<file path="config.mk">
export PLATFORM = sky130hd
export DESIGN_NAME = axi4_lite_regfile_slave
export DESIGN_NICKNAME = d
export VERILOG_FILES = /design/src/rtl/axi4_lite_pkg.sv /design/src/rtl/axi4_lite_regbank.sv /design/src/rtl/axi4_lite_regfile_slave.sv
export SDC_FILE = /design/constraint.sdc
export NUM_CORES = 1
export LEC_CHECK = 0
export BUFFER_PORTS_ARGS = -buffer_cell sky130_fd_sc_hd__buf_2
export CAP_MARGIN = 20
export CORE_AREA = 2 2 461 463
export CTS_CLUSTER_SIZE = 8
export DETAILED_ROUTE_END_ITERATION = 8
export DIE_AREA = 0 0 463 465
export GPL_TIMING_DRIVEN = 1
export PLACE_DENSITY = 0.35
export SLEW_MARGIN = 30
export SYNTH_ARGS = -nofsm -noshare
export SYNTH_HDL_FRONTEND = slang
export SYNTH_SLANG_ARGS = --single-unit
export TNS_END_PERCENT = 1
</file>
<file path="constraint.sdc">
create_clock -name ACLK -period 6.5 [get_ports ACLK]
set_input_delay 0 -clock ACLK [delete_from_list [all_inputs] [get_ports ACLK]]
set_output_delay 0 -clock ACLK [all_outputs]
set_load 0.02 [all_outputs]
</file>
<file path="src/rtl/axi4_lite_pkg.sv">
// Shared AXI4-Lite definitions: response codes, channel FSM state types and a
// constant-width helper used to size register-bank decode fields.
package axi4_lite_pkg;

  localparam logic [1:0] RESP_OKAY   = 2'b00;
  localparam logic [1:0] RESP_EXOKAY = 2'b01;
  localparam logic [1:0] RESP_SLVERR = 2'b10;
  localparam logic [1:0] RESP_DECERR = 2'b11;

  typedef enum logic {W_IDLE, W_RESP} wr_state_t;
  typedef enum logic {R_IDLE, R_DATA} rd_state_t;

  // Smallest n with 2**n >= value; constant-evaluable for parameter math.
  function automatic int clog2(input int value);
    int result;
    result = 0;
    while ((1 << result) < value) result++;
    return result;
  endfunction

endpackage

</file>
<file path="src/rtl/axi4_lite_regbank.sv">
// Word register storage with byte-strobe writes; read-only words are not stored
// and are sourced from i_reg_in on the read path (they show as zero on o_reg_out).
module axi4_lite_regbank
  import axi4_lite_pkg::*;
#(
  parameter int                    DATA_WIDTH = 32,
  parameter int                    NUM_REGS   = 16,
  parameter logic [NUM_REGS-1:0]   RO_MASK    = '0,
  parameter logic [DATA_WIDTH-1:0] REG_RESET  = '0,
  localparam int                   IDX_W      = clog2(NUM_REGS)
) (
  input  logic                           i_clk,
  input  logic                           i_rst,
  input  logic                           i_wr_en,
  input  logic [IDX_W-1:0]               i_wr_idx,
  input  logic [DATA_WIDTH-1:0]          i_wr_data,
  input  logic [DATA_WIDTH/8-1:0]        i_wr_strb,
  input  logic [IDX_W-1:0]               i_rd_idx,
  output logic [DATA_WIDTH-1:0]          o_rd_data,
  input  logic [NUM_REGS*DATA_WIDTH-1:0] i_reg_in,
  output logic [NUM_REGS*DATA_WIDTH-1:0] o_reg_out
);

  logic [DATA_WIDTH-1:0] w_rd_words [NUM_REGS];

  for (genvar gi = 0; gi < NUM_REGS; gi++) begin : g_word
    if (RO_MASK[gi]) begin : g_ro
      assign o_reg_out[gi*DATA_WIDTH +: DATA_WIDTH] = '0;
      assign w_rd_words[gi] = i_reg_in[gi*DATA_WIDTH +: DATA_WIDTH];
    end else begin : g_rw
      logic [DATA_WIDTH-1:0] r_word;
      logic                  w_unused_reg_in;

      // NOTE: this storage is reset on purpose: software expects every writable
      // word to read back REG_RESET, so it cannot be left as an unreset RAM.
      always_ff @(posedge i_clk) begin
        if (i_rst) begin
          r_word <= REG_RESET;
        end else if (i_wr_en && (i_wr_idx == IDX_W'(gi))) begin
          for (int b = 0; b < DATA_WIDTH/8; b++) begin
            if (i_wr_strb[b]) r_word[b*8 +: 8] <= i_wr_data[b*8 +: 8];
          end
        end
      end

      assign o_reg_out[gi*DATA_WIDTH +: DATA_WIDTH] = r_word;
      assign w_rd_words[gi]  = r_word;
      assign w_unused_reg_in = ^i_reg_in[gi*DATA_WIDTH +: DATA_WIDTH];
    end
  end

  assign o_rd_data = w_rd_words[i_rd_idx];

endmodule

</file>
<file path="src/rtl/axi4_lite_regfile_slave.sv">
// AXI4-Lite slave front end: independent AW/W capture, write/read channel FSMs
// and address/permission decode in front of axi4_lite_regbank.
module axi4_lite_regfile_slave
  import axi4_lite_pkg::*;
#(
  parameter int                    ADDR_WIDTH = 32,
  parameter int                    DATA_WIDTH = 32,
  parameter int                    NUM_REGS   = 16,
  parameter logic [NUM_REGS-1:0]   RO_MASK    = '0,
  parameter logic [DATA_WIDTH-1:0] REG_RESET  = '0
) (
  input  logic                           ACLK,
  input  logic                           ARESET,
  input  logic [ADDR_WIDTH-1:0]          AWADDR,
  input  logic                           AWVALID,
  output logic                           AWREADY,
  input  logic [DATA_WIDTH-1:0]          WDATA,
  input  logic [DATA_WIDTH/8-1:0]        WSTRB,
  input  logic                           WVALID,
  output logic                           WREADY,
  output logic [1:0]                     BRESP,
  output logic                           BVALID,
  input  logic                           BREADY,
  input  logic [ADDR_WIDTH-1:0]          ARADDR,
  input  logic                           ARVALID,
  output logic                           ARREADY,
  output logic [DATA_WIDTH-1:0]          RDATA,
  output logic [1:0]                     RRESP,
  output logic                           RVALID,
  input  logic                           RREADY,
  output logic [NUM_REGS*DATA_WIDTH-1:0] REG_OUT,
  input  logic [NUM_REGS*DATA_WIDTH-1:0] REG_IN
);

  localparam int LSB   = clog2(DATA_WIDTH/8);
  localparam int IDX_W = clog2(NUM_REGS);

  function automatic logic [1:0] decode_resp(input logic [ADDR_WIDTH-1:0] addr,
                                             input logic is_write);
    if (addr[ADDR_WIDTH-1:LSB+IDX_W] != '0) return RESP_DECERR;
    if (is_write && RO_MASK[addr[LSB +: IDX_W]]) return RESP_SLVERR;
    return RESP_OKAY;
  endfunction

  wr_state_t r_wstate, w_wstate_nxt;
  rd_state_t r_rstate, w_rstate_nxt;

  logic                    r_in_reset;
  logic                    r_aw_held, r_w_held;
  logic [ADDR_WIDTH-1:0]   r_awaddr;
  logic [DATA_WIDTH-1:0]   r_wdata;
  logic [DATA_WIDTH/8-1:0] r_wstrb;
  logic [1:0]              r_bresp, r_rresp;
  logic [DATA_WIDTH-1:0]   r_rdata;

  logic                    w_aw_hs, w_w_hs, w_ar_hs, w_wr_fire, w_wr_en;
  logic [ADDR_WIDTH-1:0]   w_wr_addr;
  logic [DATA_WIDTH-1:0]   w_wr_data, w_bank_rdata;
  logic [DATA_WIDTH/8-1:0] w_wr_strb;
  logic [1:0]              w_wr_resp, w_rd_resp;
  logic                    w_unused_lsbs;

  // READYs come only from registered state so no input reaches them combinationally;
  // r_in_reset keeps them low for every cycle ARESET is held.
  assign AWREADY = (r_wstate == W_IDLE) && !r_aw_held && !r_in_reset;
  assign WREADY  = (r_wstate == W_IDLE) && !r_w_held  && !r_in_reset;
  assign ARREADY = (r_rstate == R_IDLE) && !r_in_reset;

  assign w_aw_hs   = AWVALID && AWREADY;
  assign w_w_hs    = WVALID  && WREADY;
  assign w_ar_hs   = ARVALID && ARREADY;
  assign w_wr_addr = r_aw_held ? r_awaddr : AWADDR;
  assign w_wr_data = r_w_held  ? r_wdata  : WDATA;
  assign w_wr_strb = r_w_held  ? r_wstrb  : WSTRB;
  assign w_wr_fire = (r_wstate == W_IDLE) && (r_aw_held || w_aw_hs) && (r_w_held || w_w_hs);
  assign w_wr_resp = decode_resp(w_wr_addr, 1'b1);
  assign w_wr_en   = w_wr_fire && (w_wr_resp == RESP_OKAY);
  assign w_rd_resp = decode_resp(ARADDR, 1'b0);
  assign w_unused_lsbs = ^{w_wr_addr[LSB-1:0], ARADDR[LSB-1:0]};

  // NOTE: all clocked state uses non-blocking assignments so every flop samples
  // pre-edge values, independent of process evaluation order.
  always_ff @(posedge ACLK) begin
    if (ARESET) begin
      r_in_reset <= 1'b1;
      r_wstate   <= W_IDLE;
      r_rstate   <= R_IDLE;
    end else begin
      r_in_reset <= 1'b0;
      r_wstate   <= w_wstate_nxt;
      r_rstate   <= w_rstate_nxt;
    end
  end

  // NOTE: next-state defaults come first so no path leaves a variable unassigned
  // (which would infer a latch).
  always_comb begin
    w_wstate_nxt = r_wstate;
    w_rstate_nxt = r_rstate;
    case (r_wstate)
      W_IDLE:  if (w_wr_fire) w_wstate_nxt = W_RESP;
      W_RESP:  if (BREADY)    w_wstate_nxt = W_IDLE;
      default: w_wstate_nxt = W_IDLE;
    endcase
    case (r_rstate)
      R_IDLE:  if (w_ar_hs) w_rstate_nxt = R_DATA;
      R_DATA:  if (RREADY)  w_rstate_nxt = R_IDLE;
      default: w_rstate_nxt = R_IDLE;
    endcase
  end

  always_ff @(posedge ACLK) begin
    if (ARESET) begin
      r_aw_held <= 1'b0;
      r_w_held  <= 1'b0;
      r_bresp   <= RESP_OKAY;
    end else if (w_wr_fire) begin
      r_aw_held <= 1'b0;
      r_w_held  <= 1'b0;
      r_bresp   <= w_wr_resp;
    end else begin
      if (w_aw_hs) r_aw_held <= 1'b1;
      if (w_w_hs)  r_w_held  <= 1'b1;
    end
  end

  // Payload holding registers are only consulted while their held flag is set.
  always_ff @(posedge ACLK) begin
    if (w_aw_hs) r_awaddr <= AWADDR;
    if (w_w_hs) begin
      r_wdata <= WDATA;
      r_wstrb <= WSTRB;
    end
  end

  always_ff @(posedge ACLK) begin
    if (ARESET) begin
      r_rdata <= '0;
      r_rresp <= RESP_OKAY;
    end else if (w_ar_hs) begin
      r_rresp <= w_rd_resp;
      r_rdata <= (w_rd_resp == RESP_DECERR) ? '0 : w_bank_rdata;
    end
  end

  assign BVALID = (r_wstate == W_RESP);
  assign BRESP  = r_bresp;
  assign RVALID = (r_rstate == R_DATA);
  assign RDATA  = r_rdata;
  assign RRESP  = r_rresp;

  axi4_lite_regbank #(
    .DATA_WIDTH (DATA_WIDTH),
    .NUM_REGS   (NUM_REGS),
    .RO_MASK    (RO_MASK),
    .REG_RESET  (REG_RESET)
  ) u_regbank (
    .i_clk     (ACLK),
    .i_rst     (ARESET),
    .i_wr_en   (w_wr_en),
    .i_wr_idx  (w_wr_addr[LSB +: IDX_W]),
    .i_wr_data (w_wr_data),
    .i_wr_strb (w_wr_strb),
    .i_rd_idx  (ARADDR[LSB +: IDX_W]),
    .o_rd_data (w_bank_rdata),
    .i_reg_in  (REG_IN),
    .o_reg_out (REG_OUT)
  );

endmodule

</file>
==> implementation parameters <==
Parameter                              Value

Logic synthesis
  Average instance area after synthesis ... around 12 um^2
  Number of distinct library cell variants in the gate-level netlist after synthesis ... 40
  Number of storage elements in the synthesis netlist ... just over 600
  Number of enable-type register cells in the synthesized netlist ... 66
  Post-Syn Nets ... around 2900
  Fraction of the yosys area taken by sequential cells ... 0.478
  Post-synthesis cell area ... 0.0272 mm^2
  Warning count from the yosys run ... 0
  FFs w/ async S/R, synth ... 0
  Synth Instances ... 2232
  Commonest register cell after synthesis ... sky130_fd_sc_hd__dfxtp_1

Pwr
  Part of the total power dissipated in the clock network ... 0.501
  Net Sw Frac ... 0.262
  Max VDD drop ... 204 uV
  Static leakage ... 17.5 nW
  PD cells ... 237 mW/mm^2
  Seq pwr share ... 0.432
  Combinational fraction of design power ... 0.066
  Sw Pwr ... 0.00235 W
  Internal power consumption ... 0.00664 W

Placement
  DP HPWL ... between 100000 and 150000 um
  Final GP Congestion ... roughly 0.8
  Total of buffers placed on input and output ports ... ~660

Timing
  Final Skew ... 32.1 ps
  Slew HR ... 0.282
  Post-layout min period ... 3510 ps
  Worst Tran Pin Value ... between 1000 and 1500 ps
  Final Cycle Share ... 0.540
  Final-layout setup total negative slack ... 0 ps
  Endpoints failing setup ... 0
  Final Max Slew Viols ... 0
  Max frequency ... 0.285 GHz
  Final-report hold violation count ... 0
  Unrepaired setup endpoints after global routing ... no

Clock tree
  Clock slew seen by the registers of the worst setup and hold paths ... ~60 ps
  Hold buffers post-CTS ... 132
  Clock Path Buffers ... 3
  Number of buffers added by the clock tree synthesis step ... 90
  Number of buffers added for setup after CTS ... 0
  Post-CTS Resized ... 0
  Clock root buffer ... sky130_fd_sc_hd__clkbuf_16
  CTS HTree Levels ... 3
  Number of sinks handled by clock tree synthesis ... about 620
  TritonCTS clock tree ... yes
  Clk_lat worst skew ... 740 ps

Global route
  Initial antenna violation count ... 20
  Largest net degree at the start of global routing ... between 150 and 200
  Total global routing overflow ... 0
  Vias in the first global route ... between 20000 and 25000
  First-pass GRT wire length ... around 200000 um
  Gr usage total ... 0.140

Cells and area
  Growth of design area from synthesis to finish ... 39.0%
  Filler cell count in the final layout ... ~23000
  FF/Latch Area ... 0.0130 mm^2
  Area taken by multi-input logic gates ... around 0.014 mm^2
  Most frequent cells in the layout ... 653 x sky130_fd_sc_hd__buf_2, 550 x sky130_fd_sc_hd__dfxtp_1, 534 x sky130_fd_sc_hd__nand2_1
  Core utilization of the finished layout ... 0.180
  Layout cell share with drive strength beyond 1 ... 0.366
  Most common cell after layout, fill and taps aside ... sky130_fd_sc_hd__buf_2
  Final net count ... 3602

Floorplan
  Initial Utilization ... 0.129
  Count of pins on the block boundary ... 1172
  Cell row count ... 169
  Overall die width ... 463 um
  Floorplan core area ... 0.211 mm^2
  Die ar. ... ~0.22 mm^2
  Die H ... 465 um

Detailed routing
  Amount of wire on met2 after detailed routing ... 60900 um
  Vias/cell ... 3.65
  Initial DRC count ... 1286
  Number of detailed-route iterations in the first pass ... 5
  Topmost layer with routed signal wires ... met5
  Via total after detailed routing ... 21400
  Antenna violation net count after detailed routing ... 0
  DRC ... 0
  Met1 wire length ... 74500 um
  Wire length on met3 ... 16100 um
  Avg WL per Cell ... 26.4 um
  Total wirelength of the detailed-routed design ... roughly 160000 um

Worst hold path
  Hold/Removal Path Class ... primary input to register

Run status
  Outcome ... finished, final reports clean

Worst setup path
  Crit path buf inv count ... 1
  Worst Path Class, Setup ... register to register
  Cell-by-cell trace of the critical path ... buf_4 -> nor4b_4 -> nand3_4 -> a2111oi_4 -> o211ai_2 -> mux2i_1
  Worst path max stage delay ... ~1100 ps
  Required time worst endpoint ... 7060 ps
  Startpoint kind of the worst setup timing path ... register
  Worst endpoint data arrival time ... slightly above 4000 ps
  Top Family by Delay on Critical Path ... compound AO/OA/AOI/OAI gates
  Cell at the slowest stage of the critical path ... sky130_fd_sc_hd__a2111oi_4
  Worst Setup End Kind ... register
  Crit path max fanout ... 24

Run
  Max-cap viol count ... 0
## layer usage
layer / vias up / track usage
met4: 2 / 0.0363
met5: - / 0
li1: 9672 / -
met2: 829 / 0.189
met1: 10800 / 0.199
met3: 140 / 0.0597
## Yosys cell counts (3+ instances only)
cell type / count / area [um^2]
sky130_fd_sc_hd__a31oi_1: 4 / 25.0
sky130_fd_sc_hd__a2111oi_4: 13 / 358
sky130_fd_sc_hd__mux4_2: 160 / 3600
sky130_fd_sc_hd__buf_1: 18 / 67.6
sky130_fd_sc_hd__nor2_1: 13 / 48.8
sky130_fd_sc_hd__o211ai_2: 24 / 300
sky130_fd_sc_hd__and2_1: 3 / 18.8
sky130_fd_sc_hd__nor4_1: 13 / 81.3
sky130_fd_sc_hd__mux2_2: 36 / 405
sky130_fd_sc_hd__buf_2: 22 / 110
sky130_fd_sc_hd__a21oi_1: 4 / 20.0
sky130_fd_sc_hd__o211a_1: 5 / 50.1
sky130_fd_sc_hd__nor4_2: 3 / 37.5
sky130_fd_sc_hd__nand4_1: 4 / 25.0
sky130_fd_sc_hd__edfxtp_1: 66 / 1980
sky130_fd_sc_hd__nand2_1: 545 / 2050
sky130_fd_sc_hd__dfxtp_1: 551 / 11000
sky130_fd_sc_hd__clkbuf_1: 126 / 473
sky130_fd_sc_hd__nor3_1: 8 / 40.0
sky130_fd_sc_hd__inv_1: 7 / 26.3
sky130_fd_sc_hd__a2111oi_2: 3 / 45.0
sky130_fd_sc_hd__o211ai_4: 36 / 766
sky130_fd_sc_hd__mux2i_1: 512 / 5120
sky130_fd_sc_hd__buf_4: 3 / 22.5
sky130_fd_sc_hd__buf_6: 3 / 33.8
sky130_fd_sc_hd__a32o_1: 32 / 320
## kinds of logic (layout without fill, tap and decap cells)
| family | count (synthesis) | after routing | share of synthesized area |
|---|---|---|---|
| other | 0 | 22 | 0 |
| buffers and inverters | 180 | 971 | 0.0271 |
| AOI/OAI and AO/OA | 128 | 128 | 0.0718 |
| DFF | 617 | 617 | 0.478 |
| and+or+nand+nor | 599 | 599 | 0.0884 |
| muxes | 708 | 708 | 0.335 |
## sequential cells by signal, indices dropped and copies added, names as in the netlist
register and count:
BRESP 1, r_awaddr 30, RDATA 32, r_wdata 32
BVALID 1, r_w_held 1, r_wstrb 4, r_in_reset 1
RRESP 1, RVALID 1, r_aw_held 1, u_regbank.g_word.g_rw.r_word 512
## area by class of cell
type                    count  area share
repair buffers            832       0.133
multi-input cells        1435       0.360
clock buffers             121      0.0639
inverters                   7    0.000892
diodes                     22     0.00145
clock inverters            11     0.00403
flip-flops and latches    617       0.343
well taps                2821      0.0932
## worst register-to-register path, delay by kind of cell (launching register included)
| kind | cells | cell delay, ps |
|---|---|---|
| simple gates | 2 | 770 |
| mux | 1 | 260 |
| buf+inv | 1 | 300 |
| compound gates | 2 | 1710 |
| flops | 1 | 300 |
## power by group through the flow
stage	combinational [W]	clock (W)	sequential [W]
floorplan	0.000295	0	0.00397
global placement	0.000537	0	0.00397
finish	0.000596	0.00451	0.00389
detailed placement	0.000543	0	0.00397
global route	0.000639	0.00484	0.00389
CTS	0.000611	0.00470	0.00389
## per-stage QoR
step | setup slack [ps] | power [W] | instance area (um^2) | hold WS (ps) | cells
floorplan | 3770 | 0.00426 | 27200 | 27.7 | 2232
global placement | 2620 | 0.00451 | 33800 | 193 | 5572
detailed placement | 2890 | 0.00451 | 33900 | 192 | 5579
CTS | 2860 | 0.00920 | 37800 | 5.57 | 5843
global route | 2770 | 0.00936 | 37800 | 22.7 | 5847
finish | 2990 | 0.00899 | 37900 | 77.8 | 5866
## worst paths after layout
check,start,to,slack (ps),cells past startpoint
max reg2reg,r_aw_held$_SDFFE_PP0P_,u_regbank.g_word[7].g_rw.r_word[24]$_SDFFE_PP0P_,2990,6
min,WDATA[8],r_wdata[8]$_DFFE_PP_,80,2
min reg2reg,RDATA[29]$_SDFFE_PP0P_,RDATA[29]$_SDFFE_PP0P_,460,1
max,r_aw_held$_SDFFE_PP0P_,u_regbank.g_word[7].g_rw.r_word[24]$_SDFFE_PP0P_,2990,6
Note: power is estimated with default switching activity, not from simulation.
